$ cat src/rtl/ui_pkg.sv
// ui_pkg -- shared front-panel constants.
//   Default timing for the push-button front end (50 MHz system clock),
//   idle levels for the board KEY/SW inputs, and the key FSM state type.
//   No ports; imported by the front-panel modules.
package ui_pkg;

  // Default key timing at 50 MHz.
  localparam int unsigned KEY_DEBOUNCE_CYCLES_DEF = 500000;   // 10 ms
  localparam int unsigned KEY_LONG_CYCLES_DEF     = 50000000; // 1 s

  // Idle/reset levels of the raw board inputs.
  localparam logic KEY_RELEASED_LVL = 1'b1;  // KEY buttons are active-low
  localparam logic SW_RESET_LVL     = 1'b0;  // slide switches park low

  // Number of board push-buttons and slide switches.
  localparam int unsigned UI_NUM_KEYS = 4;
  localparam int unsigned UI_NUM_SW   = 10;

  // Key debounce/pulse FSM states (fixed 2-bit encoding).
  typedef enum logic [1:0] {
    KEY_IDLE         = 2'd0,
    KEY_PRESS_WAIT   = 2'd1,
    KEY_PRESSED      = 2'd2,
    KEY_RELEASE_WAIT = 2'd3
  } key_state_e;

endpackage

$ cat src/rtl/sync_2ff.sv
// sync_2ff -- two-flop synchronizer for asynchronous board inputs.
//   Parameters: WIDTH   - number of independent bits synchronized
//               RST_VAL - value both flop stages take during reset
//   Ports:      clk    - destination clock
//               rst_n  - asynchronous active-low reset
//               d_i    - asynchronous input bits
//               q_o    - synchronized bits (two clk edges of latency)
module sync_2ff #(
  parameter int unsigned       WIDTH   = 1,
  parameter logic [WIDTH-1:0]  RST_VAL = '0
) (
  input  logic             clk,
  input  logic             rst_n,
  input  logic [WIDTH-1:0] d_i,
  output logic [WIDTH-1:0] q_o
);

  logic [WIDTH-1:0] meta_q;
  logic [WIDTH-1:0] sync_q;

  always_ff @(posedge clk or negedge rst_n) begin
    if (!rst_n) begin
      meta_q <= RST_VAL;
      sync_q <= RST_VAL;
    end else begin
      meta_q <= d_i;
      sync_q <= meta_q;
    end
  end

  assign q_o = sync_q;

endmodule

$ cat src/rtl/key_pulse_gen.sv
// key_pulse_gen -- push-button debouncer and event pulse generator.
//   Parameters: DEBOUNCE_CYCLES - consecutive stable synchronized samples
//                                 needed to accept a level change
//               LONG_CYCLES     - cycles a debounced press must be held,
//                                 counted from press_p, before long_p fires
//   Ports:      clk       - system clock
//               rst_n     - asynchronous active-low reset
//               key_n     - raw active-low bouncing push-button
//               key_level - debounced pressed state (1 = pressed)
//               press_p   - one-cycle pulse on each accepted press
//               release_p - one-cycle pulse on each accepted release
//               long_p    - one-cycle pulse once per press held LONG_CYCLES
module key_pulse_gen
  import ui_pkg::*;
#(
  parameter int unsigned DEBOUNCE_CYCLES = KEY_DEBOUNCE_CYCLES_DEF,
  parameter int unsigned LONG_CYCLES     = KEY_LONG_CYCLES_DEF
) (
  input  logic clk,
  input  logic rst_n,
  input  logic key_n,
  output logic key_level,
  output logic press_p,
  output logic release_p,
  output logic long_p
);

  localparam int unsigned DW = $clog2(DEBOUNCE_CYCLES) + 1;
  localparam int unsigned HW = $clog2(LONG_CYCLES) + 1;

  localparam logic [DW-1:0] DEB_ONE   = DW'(1);
  localparam logic [DW-1:0] DEB_LAST  = DW'(DEBOUNCE_CYCLES - 1);
  localparam logic [HW-1:0] HOLD_ONE  = HW'(1);
  localparam logic [HW-1:0] HOLD_LAST = HW'(LONG_CYCLES - 1);

  // With a single-sample debounce the first differing sample is already
  // the accepting one, so the wait states are bypassed.
  localparam bit SINGLE_SAMPLE = (DEBOUNCE_CYCLES <= 1);

  // ---------------------------------------------------------------------
  // Input synchronizer (resets to the released level)
  // ---------------------------------------------------------------------
  logic key_sync_n;
  logic key_s;

  sync_2ff #(
    .WIDTH   (1),
    .RST_VAL (KEY_RELEASED_LVL)
  ) u_sync (
    .clk   (clk),
    .rst_n (rst_n),
    .d_i   (key_n),
    .q_o   (key_sync_n)
  );

  assign key_s = ~key_sync_n;

  // ---------------------------------------------------------------------
  // State and counters
  // ---------------------------------------------------------------------
  key_state_e      state_q,   state_d;
  logic [DW-1:0]   deb_q,     deb_d;
  logic [HW-1:0]   hold_q,    hold_d;
  logic            level_q,   level_d;
  logic            press_q,   press_d;
  logic            release_q, release_d;
  logic            long_q,    long_d;
  logic [HW-1:0]   hold_inc;

  assign hold_inc = hold_q + HOLD_ONE;

  always_ff @(posedge clk or negedge rst_n) begin
    if (!rst_n) begin
      state_q   <= KEY_IDLE;
      deb_q     <= '0;
      hold_q    <= '0;
      level_q   <= 1'b0;
      press_q   <= 1'b0;
      release_q <= 1'b0;
      long_q    <= 1'b0;
    end else begin
      state_q   <= state_d;
      deb_q     <= deb_d;
      hold_q    <= hold_d;
      level_q   <= level_d;
      press_q   <= press_d;
      release_q <= release_d;
      long_q    <= long_d;
    end
  end

  // ---------------------------------------------------------------------
  // Next-state and registered-output logic
  // ---------------------------------------------------------------------
  always_comb begin
    state_d   = state_q;
    deb_d     = deb_q;
    hold_d    = hold_q;
    level_d   = level_q;
    press_d   = 1'b0;
    release_d = 1'b0;
    long_d    = 1'b0;

    unique case (state_q)
      KEY_IDLE: begin
        if (key_s) begin
          if (SINGLE_SAMPLE) begin
            state_d = KEY_PRESSED;
            press_d = 1'b1;
            level_d = 1'b1;
            hold_d  = '0;
          end else begin
            state_d = KEY_PRESS_WAIT;
            deb_d   = DEB_ONE;
          end
        end
      end

      KEY_PRESS_WAIT: begin
        if (!key_s) begin
          // bounce: drop back without any pulse
          state_d = KEY_IDLE;
          deb_d   = '0;
        end else if (deb_q == DEB_LAST) begin
          state_d = KEY_PRESSED;
          press_d = 1'b1;
          level_d = 1'b1;
          deb_d   = '0;
          hold_d  = '0;
        end else begin
          deb_d = deb_q + DEB_ONE;
        end
      end

      KEY_PRESSED: begin
        if (!key_s) begin
          if (SINGLE_SAMPLE) begin
            state_d   = KEY_IDLE;
            release_d = 1'b1;
            level_d   = 1'b0;
          end else begin
            state_d = KEY_RELEASE_WAIT;
            deb_d   = DEB_ONE;
          end
        end else if (hold_q < HOLD_LAST) begin
          // hold counter saturates at LONG_CYCLES-1, so long_p fires once
          hold_d = hold_inc;
          long_d = (hold_inc == HOLD_LAST);
        end
      end

      KEY_RELEASE_WAIT: begin
        if (key_s) begin
          // bounce: resume the press; hold count continues from where it froze
          state_d = KEY_PRESSED;
          deb_d   = '0;
        end else if (deb_q == DEB_LAST) begin
          state_d   = KEY_IDLE;
          release_d = 1'b1;
          level_d   = 1'b0;
          deb_d     = '0;
        end else begin
          deb_d = deb_q + DEB_ONE;
        end
      end

      default: begin
        state_d = KEY_IDLE;
        deb_d   = '0;
        hold_d  = '0;
        level_d = 1'b0;
      end
    endcase
  end

  assign key_level = level_q;
  assign press_p   = press_q;
  assign release_p = release_q;
  assign long_p    = long_q;

endmodule

$ cat config.mk
export PLATFORM = sky130hd
export DESIGN_NAME = key_pulse_gen
export DESIGN_NICKNAME = d
export VERILOG_FILES = /design/src/rtl/ui_pkg.sv /design/src/rtl/sync_2ff.sv /design/src/rtl/key_pulse_gen.sv
export SDC_FILE = /design/constraint.sdc
export NUM_CORES = 1
export LEC_CHECK = 0
export ABC_AREA = 1
export BUFFER_PORTS_ARGS = -buffer_cell sky130_fd_sc_hd__buf_2
export CORE_MARGIN = 2
export CORE_UTILIZATION = 40
export CTS_CLUSTER_SIZE = 10
export DETAILED_ROUTE_END_ITERATION = 8
export GPL_TIMING_DRIVEN = 0
export HOLD_SLACK_MARGIN = 0.08
export SLEW_MARGIN = 10
export SYNTH_ARGS = -nofsm -noshare
export SYNTH_HDL_FRONTEND = slang
export SYNTH_SLANG_ARGS = --single-unit
$ cat constraint.sdc
create_clock -name clk -period 3.2 [get_ports clk]
set_input_delay 0.32 -clock clk [delete_from_list [all_inputs] [get_ports clk]]
set_output_delay 0.32 -clock clk [all_outputs]
set_load 0.02 [all_outputs]
==> impl_metrics.yaml <==
setup_path:
  r2r-end: "long_p"
  reg2reg_depth: 13
  r2r-start: "hold_q[1]"
  critical_path_class: "register to register"
  cp_max_fo: 6
  slowest_stage: "dfrtp_1"
  r2r_slack_ns: 0.94
  crit_path_max_incr_delay_ns: 0.45
  worstPathCellList: "ha_1 -> nand2_1 -> nor2_1 -> nand3_1 -> nand2_1 -> nand2_1 -> inv_1 -> nand2_1 -> nor2_1 -> nand2_1 -> nor2_1 -> nand2_1 -> nor2_1"
  arrival_ns: 2.50
  crit_path_end_kind: "register"
  critPathRequiredTime_ns: 3.45
  cp-start-kind: "register"
  crit_path_frequent_cell: "nand2_1"
synth:
  synthesis.nets: 536
  synth_top_area_share_pct: 36.9
  synth.distinct_cells: 36
  ys_warn_count: 0
  synth_area_per_cell_um2: 6.77
  synthTopCellsByArea: "dfrtp_1 (37%), nand2_1 (18%), nor2_1 (7.9%)"
  synthesis.area_um2: 3590
  synth_top_cell_by_area: "dfrtp_1"
  ys_seq_area_share_pct: 38.4
  ys_ff_latch: 55
  synth_cells: 530
hold_path:
  worstHoldEndpoint: "u_sync.q_o"
  min_path_type: "register to register"
  holdPathStages: 0
  min-delay-start: "u_sync.meta_q"
cts:
  cts.path.max_buffers: 2
  clk_pin_slew_ns: 0.11
  insertion_delay_ns: 0.32
  cts.sinks: 55
  root_buffer: "clkbuf_8"
  cts_tree: "built"
  htree_num_levels: 2
  cts_buffers: 5
  post_cts_buffers: 0
route:
  viasPerCell: 5.19
  wirelength_mm: 9.12
  detail_route.wl_per_cell_um: 13.9
  vias: 3394
  drtAntennaViolNets: 0
  dr.pass1.iters: 6
  drc: 0
  drt_iter0_drc: 252
die:
  pin_count: 7
  initial_core_util_pct: 41.2
  placementRows: 34
  die_w_um: 98.7
  die_height_um: 98.7
  die-area_um2: 9750
  core_area_um2: 8720
sta:
  fin_skew_ns: 0.0101
  finalWorstPathRequiredPeriod_ns: 2.26
  slew_violations: 0
  tightest_slew_ns: 0.740
  slew_headroom_pct: 50.2
  hold_viol: 0
  setup_viol: 0
  rsz0062_at_grt: "no"
  worst_slack_ns: 0.941
  fin_crit_sh_pct: 70.6
  fin_setup_tns_ns: 0
  max_freq_ghz: 0.443
global_routing:
  grt_pass1_wl_mm: 15.6
  grt_overflow_total: 0
  antenna_found_initial: 0
  grt_usage_pct: 19.8
  grt_pass1_vias: 3198
  grt_max_degree: 56
pwr:
  pwr_density_cell_nw_per_um2: 416
  peakVddDrop_uv: 236
  pwr-share-seq_pct: 46.0
  power_frac_clock_pct: 34.9
  leakagePower_nw: 1.62
  swShare_pct: 31.7
  p_comb_share_pct: 19.2
  power.internal_mw: 1.11
  power.switching_mw: 0.517
placement:
  place.gp.congestion: 0.931
  dp_hpwl_mm: 6.88
  io_buffers: 6
  post-place-ws_ns: 1.04
finish:
  synthToLayoutAreaGrowth_pct: 9.13
  drive_gt1_share_pct: 7.51
  diodes: 0
  nets: 551
  final_core_util_pct: 44.9
run:
  cap_violations: 0
status:
  status: "finished, final reports clean"
synthesized netlist by cell type:
cell type  count
nand3_2        2
nor4_1         3
dfrtp_1       53
o21bai_2       1
inv_1         54
nor3_2         1
o21ai_0       31
nand2_1      171
buf_6          2
o31ai_1        1
nor3_1         8
nand4_1       21
xor2_1        11
o221ai_1       1
ha_1           3
o21bai_1       2
buf_2          2
buf_4          1
inv_2          1
a21oi_1        2
a21oi_4        1
nor2_1        76
o22ai_1        6
xnor2_1        3
clkbuf_2       1
nand3_1       48
nand3b_1       2
nor2_2         1
o21a_1         1
dfstp_2        2
nand2_2        3
o21ai_2        5
clkbuf_1       6
nor2_4         1
nand4_2        1
or2_2          2
what timing repair did:
item                      4_1_cts  5_1_grt
hold endpoints to repair       31        0
hold buffers                    2        0
gates resized for setup         0        0
placed cells by master, fill, tap and decap left out, types with 7 or more instances in the layout:
cell type,instances
nand2_1,171
nor2_1,76
inv_1,54
dfrtp_1,53
nand3_1,48
o21ai_0,31
nand4_1,21
xor2_1,11
nor3_1,8
buf_2,7
power groups by stage:
stage	Sequential, mW	Clock [mW]	Combinational [mW]
after floorplan	0.753	0	0.205
after global placement	0.760	0	0.305
after detailed placement	0.761	0	0.311
after CTS	0.748	0.583	0.313
after global routing	0.752	0.615	0.349
final	0.749	0.568	0.312
kinds of logic after synthesis:
family,Yosys count,synth area share [%]
compound gates,51,8.71
xor+xnor,14,3.42
fa+ha+maj,3,1.05
buf+inv,67,7.63
flops,55,38.4
simple gates,340,40.8
flip-flops by register name, indices dropped and copies added, names as in the netlist, named ones only:
register / cells
hold_q: 27
deb_q: 20
key_level: 1
long_p: 1
press_p: 1
release_p: 1
state_q: 1
u_sync.meta_q: 1
u_sync.q_o: 1
worst max-delay path: cells and delay by family (launching register included):
family	cells	cell delay [ns]
flops	1	0.45
fa+ha+maj	1	0.22
buf+inv	1	0.06
simple gates	11	1.45
how the worst max path moves through the flow:
stage                       to  startpoint  slack (ns)  depth (start not counted)
global placement        long_p   hold_q[1]        1.05                         13
floorplan           hold_q[24]    deb_q[0]        1.39                         10
detailed placement      long_p   hold_q[1]        1.04                         13
global route            long_p   hold_q[1]        0.77                         13
CTS                     long_p   hold_q[1]        1.02                         13
finish                  long_p   hold_q[1]        0.94                         13
cell type report:
type	count	area [µm²]
clock buffers	5	68.8
plain buffers	12	67.6
fillers	908	4800
inverters	55	206
multi-input cells	408	1940
clock inverters	3	71.3
flip-flops and latches	55	1380
repair buffers	8	52.6
well taps	108	135
through the flow:
stage                     hold slack, ns  total power [mW]  instance area [µm²]  std cells
after detailed placement           0.347              1.07                 3760        644
after global routing               0.373              1.72                 3920        654
after CTS                          0.364              1.65                 3920        654
after global placement             0.348              1.06                 3750        644
after floorplan                   0.0244             0.959                 3590        530
final                              0.363              1.63                 3920        654
routing by layer:
layer | global-route usage (%) | vias up | routed length (µm)
li1 | - | 1740 | -
met3 | 2.77 | 7 | 483
met1 | 30.8 | 1564 | 4650
met4 | 3.90 | 0 | 92
met5 | 0 | - | 0
met2 | 29.4 | 83 | 3890
Note: power is estimated with default switching activity, not from simulation.
